File: src/rtl/alu_seq.sv
// alu_seq: registered ALU with a valid/ready handshake on both sides.
// Single-cycle logic/arithmetic/shift ops; unsigned multiply is iterative
// shift-add, one multiplier bit per clock. Results and flags are held
// until the consumer takes them.
module alu_seq #(
  parameter  int WIDTH = 16,
  localparam int SHW   = $clog2(WIDTH)
) (
  input  logic             clk,
  input  logic             rst,
  input  logic             in_valid,
  output logic             in_ready,
  input  logic [3:0]       op,
  input  logic [WIDTH-1:0] a,
  input  logic [WIDTH-1:0] b,
  output logic             out_valid,
  input  logic             out_ready,
  output logic [WIDTH-1:0] y,
  output logic [WIDTH-1:0] y_hi,
  output logic             zero,
  output logic             neg,
  output logic             carry,
  output logic             ovf,
  output logic             err
);

  localparam int CNT_W = SHW + 1;

  localparam logic [3:0] OP_INC = 4'b0001;
  localparam logic [3:0] OP_AND = 4'b0010;
  localparam logic [3:0] OP_OR  = 4'b0011;
  localparam logic [3:0] OP_ADD = 4'b0101;
  localparam logic [3:0] OP_SUB = 4'b0110;
  localparam logic [3:0] OP_XOR = 4'b0111;
  localparam logic [3:0] OP_SHL = 4'b1000;
  localparam logic [3:0] OP_SHR = 4'b1001;
  localparam logic [3:0] OP_MUL = 4'b1010;

  typedef enum logic [1:0] {
    S_IDLE,
    S_EXEC,
    S_DONE
  } state_t;

  // Everything presented to the consumer, registered as one bundle.
  typedef struct packed {
    logic [WIDTH-1:0] y;
    logic [WIDTH-1:0] y_hi;
    logic             zero;
    logic             neg;
    logic             carry;
    logic             ovf;
    logic             err;
  } res_t;

  // Result of every single-cycle op; MUL never reaches here, and any
  // opcode without a case item is illegal (y=0, err=1, zero=1).
  function automatic res_t simple_op(input logic [3:0]       op_v,
                                     input logic [WIDTH-1:0] a_v,
                                     input logic [WIDTH-1:0] b_v);
    res_t       r;
    logic [WIDTH:0] ext;
    r   = '0;
    ext = '0;
    case (op_v)
      OP_INC: begin
        ext     = {1'b0, b_v} + (WIDTH+1)'(1);
        r.y     = ext[WIDTH-1:0];
        r.carry = ext[WIDTH];
        r.ovf   = ~b_v[WIDTH-1] & r.y[WIDTH-1];
      end
      OP_ADD: begin
        ext     = {1'b0, a_v} + {1'b0, b_v};
        r.y     = ext[WIDTH-1:0];
        r.carry = ext[WIDTH];
        r.ovf   = (a_v[WIDTH-1] == b_v[WIDTH-1]) && (r.y[WIDTH-1] != a_v[WIDTH-1]);
      end
      OP_SUB: begin
        // MSB of the widened difference is the borrow (a < b unsigned).
        ext     = {1'b0, a_v} - {1'b0, b_v};
        r.y     = ext[WIDTH-1:0];
        r.carry = ext[WIDTH];
        r.ovf   = (a_v[WIDTH-1] != b_v[WIDTH-1]) && (r.y[WIDTH-1] != a_v[WIDTH-1]);
      end
      OP_XOR:  r.y = a_v ^ b_v;
      OP_AND:  r.y = a_v & b_v;
      OP_OR:   r.y = a_v | b_v;
      OP_SHL:  r.y = a_v << b_v[SHW-1:0];
      OP_SHR:  r.y = a_v >> b_v[SHW-1:0];
      default: r.err = 1'b1;
    endcase
    r.zero = (r.y == '0);
    r.neg  = r.y[WIDTH-1];
    return r;
  endfunction

  state_t             state_q,  state_d;
  res_t               res_q,    res_d;
  logic [WIDTH-1:0]   mcand_q,  mcand_d;
  logic [WIDTH-1:0]   mplier_q, mplier_d;
  logic [2*WIDTH-1:0] prod_q,   prod_d;
  logic [CNT_W-1:0]   cnt_q,    cnt_d;

  logic [WIDTH:0]     acc;
  logic [2*WIDTH-1:0] prod_step;
  res_t               mul_res;

  // Handshake outputs; in_ready is forced low while reset is asserted.
  always_comb begin
    out_valid = (state_q == S_DONE);
    in_ready  = rst && ((state_q == S_IDLE) || ((state_q == S_DONE) && out_ready));
  end

  // One shift-add step: conditionally add the multiplicand into the upper
  // half, then shift the whole product right by one.
  always_comb begin
    acc       = {1'b0, prod_q[2*WIDTH-1:WIDTH]} + (mplier_q[0] ? {1'b0, mcand_q} : '0);
    prod_step = {acc, prod_q[WIDTH-1:1]};
    mul_res       = '0;
    mul_res.y     = prod_step[WIDTH-1:0];
    mul_res.y_hi  = prod_step[2*WIDTH-1:WIDTH];
    mul_res.zero  = (mul_res.y == '0);
    mul_res.neg   = mul_res.y[WIDTH-1];
    mul_res.carry = (mul_res.y_hi != '0);
  end

  // Next-state, operand capture and result update.
  always_comb begin
    // NOTE: every variable gets its hold value first so no path leaves one
    // unassigned; an unassigned path in always_comb would infer a latch.
    state_d  = state_q;
    res_d    = res_q;
    mcand_d  = mcand_q;
    mplier_d = mplier_q;
    prod_d   = prod_q;
    cnt_d    = cnt_q;

    case (state_q)
      S_IDLE, S_DONE: begin
        if (in_valid && in_ready) begin
          if (op == OP_MUL) begin
            mcand_d  = a;
            mplier_d = b;
            prod_d   = '0;
            cnt_d    = CNT_W'(WIDTH);
            state_d  = S_EXEC;
          end else begin
            res_d   = simple_op(op, a, b);
            state_d = S_DONE;
          end
        end else if (state_q == S_DONE && out_ready) begin
          state_d = S_IDLE;
        end
      end
      S_EXEC: begin
        prod_d   = prod_step;
        mplier_d = mplier_q >> 1;
        cnt_d    = cnt_q - CNT_W'(1);
        if (cnt_q == CNT_W'(1)) begin
          res_d   = mul_res;
          state_d = S_DONE;
        end
      end
      default: state_d = S_IDLE;
    endcase
  end

  // State and datapath registers; reset aborts any multiply in flight.
  always_ff @(posedge clk or negedge rst) begin
    // NOTE: non-blocking assignments so every register samples pre-edge values.
    if (!rst) begin
      state_q  <= S_IDLE;
      res_q    <= '0;
      mcand_q  <= '0;
      mplier_q <= '0;
      prod_q   <= '0;
      cnt_q    <= '0;
    end else begin
      state_q  <= state_d;
      res_q    <= res_d;
      mcand_q  <= mcand_d;
      mplier_q <= mplier_d;
      prod_q   <= prod_d;
      cnt_q    <= cnt_d;
    end
  end

  assign y     = res_q.y;
  assign y_hi  = res_q.y_hi;
  assign zero  = res_q.zero;
  assign neg   = res_q.neg;
  assign carry = res_q.carry;
  assign ovf   = res_q.ovf;
  assign err   = res_q.err;

endmodule

File: config.mk
export PLATFORM = sky130hd
export DESIGN_NAME = alu_seq
export DESIGN_NICKNAME = d
export VERILOG_FILES = /design/src/rtl/alu_seq.sv
export SDC_FILE = /design/constraint.sdc
export NUM_CORES = 1
export LEC_CHECK = 0
export ABC_AREA = 1
export BUFFER_PORTS_ARGS = -buffer_cell sky130_fd_sc_hd__buf_2
export CAP_MARGIN = 20
export CORE_MARGIN = 2
export CORE_UTILIZATION = 60
export CTS_CLUSTER_SIZE = 12
export DETAILED_ROUTE_END_ITERATION = 10
export PLACE_DENSITY_LB_ADDON = 0.05
export SLEW_MARGIN = 20
export SYNTH_ARGS = -nofsm -noshare
export SYNTH_HDL_FRONTEND = slang
export SYNTH_SLANG_ARGS = --single-unit
File: constraint.sdc
create_clock -name clk -period 3.7 [get_ports clk]
set_input_delay 0.555 -clock clk [delete_from_list [all_inputs] [get_ports clk]]
set_output_delay 0.555 -clock clk [all_outputs]
set_load 0.05 [all_outputs]
* After elaboration in Yosys (flattened, before gate mapping)
Cells that the tools add are included.
** Cells by class
- Add/subtract/negate cells :: 5
- Eq/ne operators :: 21
- Shift-type cells :: 2
- Mux-type cells :: 25
- Bitwise gates (word level) :: 5
- Reduce and logical (&&, ||, !) cells :: 17
** Operator list (number)
- case mux 16 bit (8 select lines) :: 1
- 2-to-1 mux 37 bit :: 3
- 2-to-1 mux 16 bit :: 6
- case mux 37 bit (2 select lines) :: 1
- 2-to-1 mux 32 bit :: 2
- case mux 32 bit (2 select lines) :: 1
- adder 16 x 16 -> 17 bit :: 2
- zero test 16 bit :: 2
- case mux 16 bit (2 select lines) :: 1
- adder 16 x 1 -> 17 bit, second input constant :: 1
- subtractor 16 x 16 -> 17 bit :: 1
- AND 16 bit :: 1
- bitwise OR 16 bit :: 1
- nonzero test 16 bit :: 1
- left shift 16 x 4 -> 16 bit :: 1
- >> shifter 16 x 4 -> 16 bit :: 1
- bitwise XOR 16 bit :: 1
- == test 4 x 3 -> 1 bit, second input constant :: 3
- == test 4 bit, second input constant :: 3
- 2-to-1 mux 5 bit :: 2
- case mux 5 bit (2 select lines) :: 1
- == test 4 x 2 -> 1 bit, second input constant :: 2
- 2-to-1 mux 2 bit :: 4
- != test 2 bit, second input constant :: 4
- other kinds (22) :: 29
** Storage, ports and cells
- Register bits after elaboration :: 108
- Output and inout bits :: 39
- Logic and storage cells :: 87

* Logic depth before layout (Yosys ltp)
- Depth after elaboration :: 11
- Mapped depth :: 22
- Depth with buffers taken out :: 18

* Least setup slack after synthesis
No wires, ideal clock.
- Kind :: register to register
- From :: register mplier_q[0]
- To :: register res_q, in the netlist carry
- Arrival time :: 2687 ps
- Required time :: 3578 ps
- Slack :: 891 ps
- Stages on the path, launching flop included :: 16
- Period minus slack after synthesis :: 2809 ps
- Cell sequence :: dfrtp_1 -> clkbuf_1 -> clkbuf_1 -> nand2_1 -> inv_1 -> ha_1 -> inv_1 -> fa_1 -> nand3b_1 -> nand2_1 -> xor2_1 -> or3b_2 -> nor3_1 -> nand3_1 -> nand2_1 -> a21oi_1
** On the way
- Cells in the longest elaborated chain, start to end :: 5
** RTL lines
- start, declared :: line 100 : logic [WIDTH-1:0] mplier_q, mplier_d;
- start signal, assigned :: line 182 : mplier_q <= mplier_d;
- 2-to-1 mux 16 bit :: line 117 : acc = {1'b0, prod_q[2*WIDTH-1:WIDTH]} + (mplier_q[0] ? {1'b0, mcand_q} : '0);
- adder 16 x 16 -> 17 bit :: line 117
- nonzero test 16 bit :: line 124 : mul_res.carry = (mul_res.y_hi != '0);
- 2-to-1 mux 37 bit :: line 159 : if (cnt_q == CNT_W'(1)) begin
- case mux 37 bit (2 select lines) :: line 138 : case (state_q)
- end signal, assigned :: line 180 : res_q <= res_d;
- end, declared :: line 98 : res_t res_q, res_d;
No other way between the ends. The select of a mux whose other input is x is not followed.
A chain may end at the register's enable or synchronous reset.

* Worst setup path in the final report
- From :: input port b[0]
- To :: register res_q, in the netlist zero
** On the way
- Cells in the longest elaborated chain, start to end :: 9
- Elaborated cells between the ends (all ways) :: 16
- Those cells by class :: add/sub: 3; shift: 2; mux: 7; bitwise: 3; reduce/logical: 1
** RTL lines
- start, declared :: line 15 : input logic [WIDTH-1:0] b,
- subtractor 16 x 16 -> 17 bit, or another cell as far along :: line 80 : ext = {1'b0, a_v} - {1'b0, b_v};
- case mux 16 bit (8 select lines) * :: line 65 : case (op_v)
- 2-to-1 mux 16 bit * :: line 141 : if (op == OP_MUL) begin
- 2-to-1 mux 16 bit * :: line 140 : if (in_valid && in_ready) begin
- 2-to-1 mux 16 bit * :: line 138
- zero test 16 bit * :: line 92 : r.zero = (r.y == '0);
- 2-to-1 mux 37 bit * :: line 141
- 2-to-1 mux 37 bit * :: line 140
- case mux 37 bit (2 select lines) * :: line 138
Mark *: on every way between the ends. The rest lies on a longest branch, timed or not. The select of a mux whose other input is x is not followed.

==> results.yml <==
worst_setup_path:
  cpMaxStageDelayCell: "fa_1"
  r2r-start: "mplier_q[0]"
  cp_top_family: "simple AND/OR/NAND/NOR gates"
  crit_chain: "buf_2, ha_1, inv_1, fa_1, nand3b_1, nand2_1, nand2_1, nand3_1, nand3_1, nor2_1, nand2_1, nor2_1, nand3_1, nor2_1, nand2_1, a21oi_2"
  crit_path_start_kind: "input port"
  crit_arrival_ns: 3.22
  cpMostUsedCell: "nand2_1"
  worst_r2r_endpoint: "carry"
  rrSetupSlack_ns: 1.04
  path_depth: 16
  required_ns: 3.98
  cp.buffers_inverters: 2
  critical-path-max-stage-delay_ns: 0.43
  cp_max_fo: 23
  worst-setup-path-type: "input port to flip-flop"
  rr_worst_depth: 13
  cp-end-kind: "flip-flop"
route:
  routed_via_density: 5.87
  route.detailed.drc: 0
  drtPass1Iterations: 6
  ant_nets: 0
  wirelength_um: 32800
  vias: 10696
  drtIter0Drc: 1364
  post_drt_wl_per_cell_um: 18.0
finish:
  nets: 1716
  diodes: 0
  syn2layout_area_growth_pct: 7.68
  final_cell_area_sq_um: 10600
  fin_cells: 1823
  drive_above_1_share: 0.0909
sta:
  tightest_slew_ns: 0.918
  max_freq_mhz: 340
  setup_tns_ns: 0
  skew_ns: 0.0114
  slew_violations: 0
  setup_violations: 0
  hold_viol_final: 0
  max_slew_margin: 0.388
  period_share: 0.795
  rsz0062_at_grt: "false"
  worst_slack_ns: 0.759
  finalCriticalPeriod_ns: 2.94
yosys:
  yosys_most_used_dff: "dfrtp_1"
  syn_nets: 1677
  ys_warn_count: 0
  yosys.area.top_type: "dfrtp_1"
  synthArstFlopShare: 1.00
  synth.area.top_cells: "dfrtp_1, nand2_1, nand3_1"
  synthCells: 1563
  synth_cell_type_count: 48
  yosysTopAreaCellShare: 0.271
  synth_edf_count: 0
  yosysMostFrequentCell: "nand2_1"
  syn-mean-instance-area_sq_um: 6.27
  yosys_register_bits: 106
  netlist_top_cells_count: "nand2_1, nand3_1, inv_1"
  ys_seq_area_frac: 0.271
  synth_area_sq_um: 9800
clocking:
  clock_latency_ns: 0.35
  clock_sinks: 106
  cts.htree.levels: 3
  ctsHoldBuffers: 0
  cts_setup_buffers: 0
  cts_resized: 0
  cts_buffers: 9
  cts_buffer_depth: 2
  cts_root_buffer: "clkbuf_16"
  clk_pin_slew_worst_paths_ns: 0.08
  cts_tree: "done"
die:
  dieArea_sq_um: 17400
  die_w_um: 132
  io_pins: 79
  rows: 46
  coreArea_sq_um: 15900
  initial_utilization: 0.615
  dieHeight_um: 132
placed_design:
  pre_cts_ws_ns: 0.469
  numPortBuffers: 78
  dpl-instance-area_sq_um: 10300
  dp_hpwl_um: 25600
  place_inst: 1807
  gp_congestion: 1.07
power_and_ir_drop:
  finalPower_mw: 4.77
  vdd_drop_max_mv: 0.298
  leakagePower_nw: 5.63
  power_density_nw_per_um2: 452
global_routing:
  grt_pass1_wl_um: 52000
  antenna_found_initial: 1
  grt_use_total: 0.377
  grt_pass1_vias: 9766
  grt_max_degree: 77
  grt.overflow.total: 0
min_path:
  hp-class: "input port to asynchronous set/reset pin"
outcome:
  status: "finished, final reports clean"
run:
  cap_violations: 0
[metal layers]
| layer | routed length, um | GRT usage |
|---|---|---|
| met4 | 1610 | 0.188 |
| met5 | 13 | 0 |
| met2 | 14700 | 0.593 |
| met1 | 13700 | 0.515 |
| met3 | 2850 | 0.0461 |
[sequential cells by signal, indices dropped and copies added, names as in the netlist]
register  cells
carry         1
cnt_q         5
err           1
mcand_q      16
mplier_q     16
ovf           1
prod_q       31
state_q       2
y            16
y_hi         16
zero          1
[placed cells by master (no fill, tap or decap), drive strengths merged, types with 3 or more instances in the layout]
cell type and count:
or2 12, o21ai 99, and2 6, inv 187
nand2 466, dfrtp 106, xor2 9, a31oi 5
o22ai 15, nor2 160, a21oi 64, nand3b 6
nand3 223, nor3 10, xnor2 7, o31ai 3
fa 3, o211ai 18, buf 92, clkbuf 10
nor4 3, nand4 16, ha 71
[per-stage QoR]
step / hold slack, ns / utilization
finish: 0.129 / 0.662
global route: 0.160 / 0.662
CTS: 0.142 / 0.662
detailed placement: 0.467 / 0.644
global placement: 0.461 / 0.644
floorplan: 0.259 / -
[cell families after synthesis]
family	after synthesis	synth area share
AO/OA/AOI/OAI	216	0.123
XOR/XNOR	16	0.0143
adder cells (fa/ha/maj)	74	0.0968
buffers and inverters	248	0.104
flip-flops	106	0.271
AND/OR/NAND/NOR	903	0.391
[worst reg2reg max path, cell delays in order, from the launching register on]
cell,delay [ns]
dfrtp_1,0.36
nand2_1,0.07
inv_1,0.07
ha_1,0.20
inv_1,0.07
fa_1,0.42
nand3b_1,0.17
nand2_1,0.15
xor2_1,0.10
or3b_2,0.44
nor3_1,0.21
nand3_1,0.12
nand2_1,0.09
a21oi_1,0.07
[power breakdown]
group | switching [mW] | internal [mW]
sequential | 0.209 | 1.51
clock | 0.449 | 0.489
combinational | 1.45 | 0.663
total | 2.11 | 2.66
[how the worst max path moves through the flow]
stage	from	endpoint
floorplan	mplier_q[0]	carry
global placement	b[0]	zero
detailed placement	b[0]	zero
CTS	b[0]	zero
global route	b[0]	zero
finish	b[0]	zero
[final cells by class]
type | instances | area [sq um]
multi-input cells | 1209 | 6150
fillers | 1536 | 5390
flip-flops and latches | 106 | 2650
inverters | 184 | 693
repair buffers | 92 | 498
well taps | 216 | 270
clock buffers | 10 | 239
clock inverters | 6 | 56.3
Power figures use the tool's default switching activity.
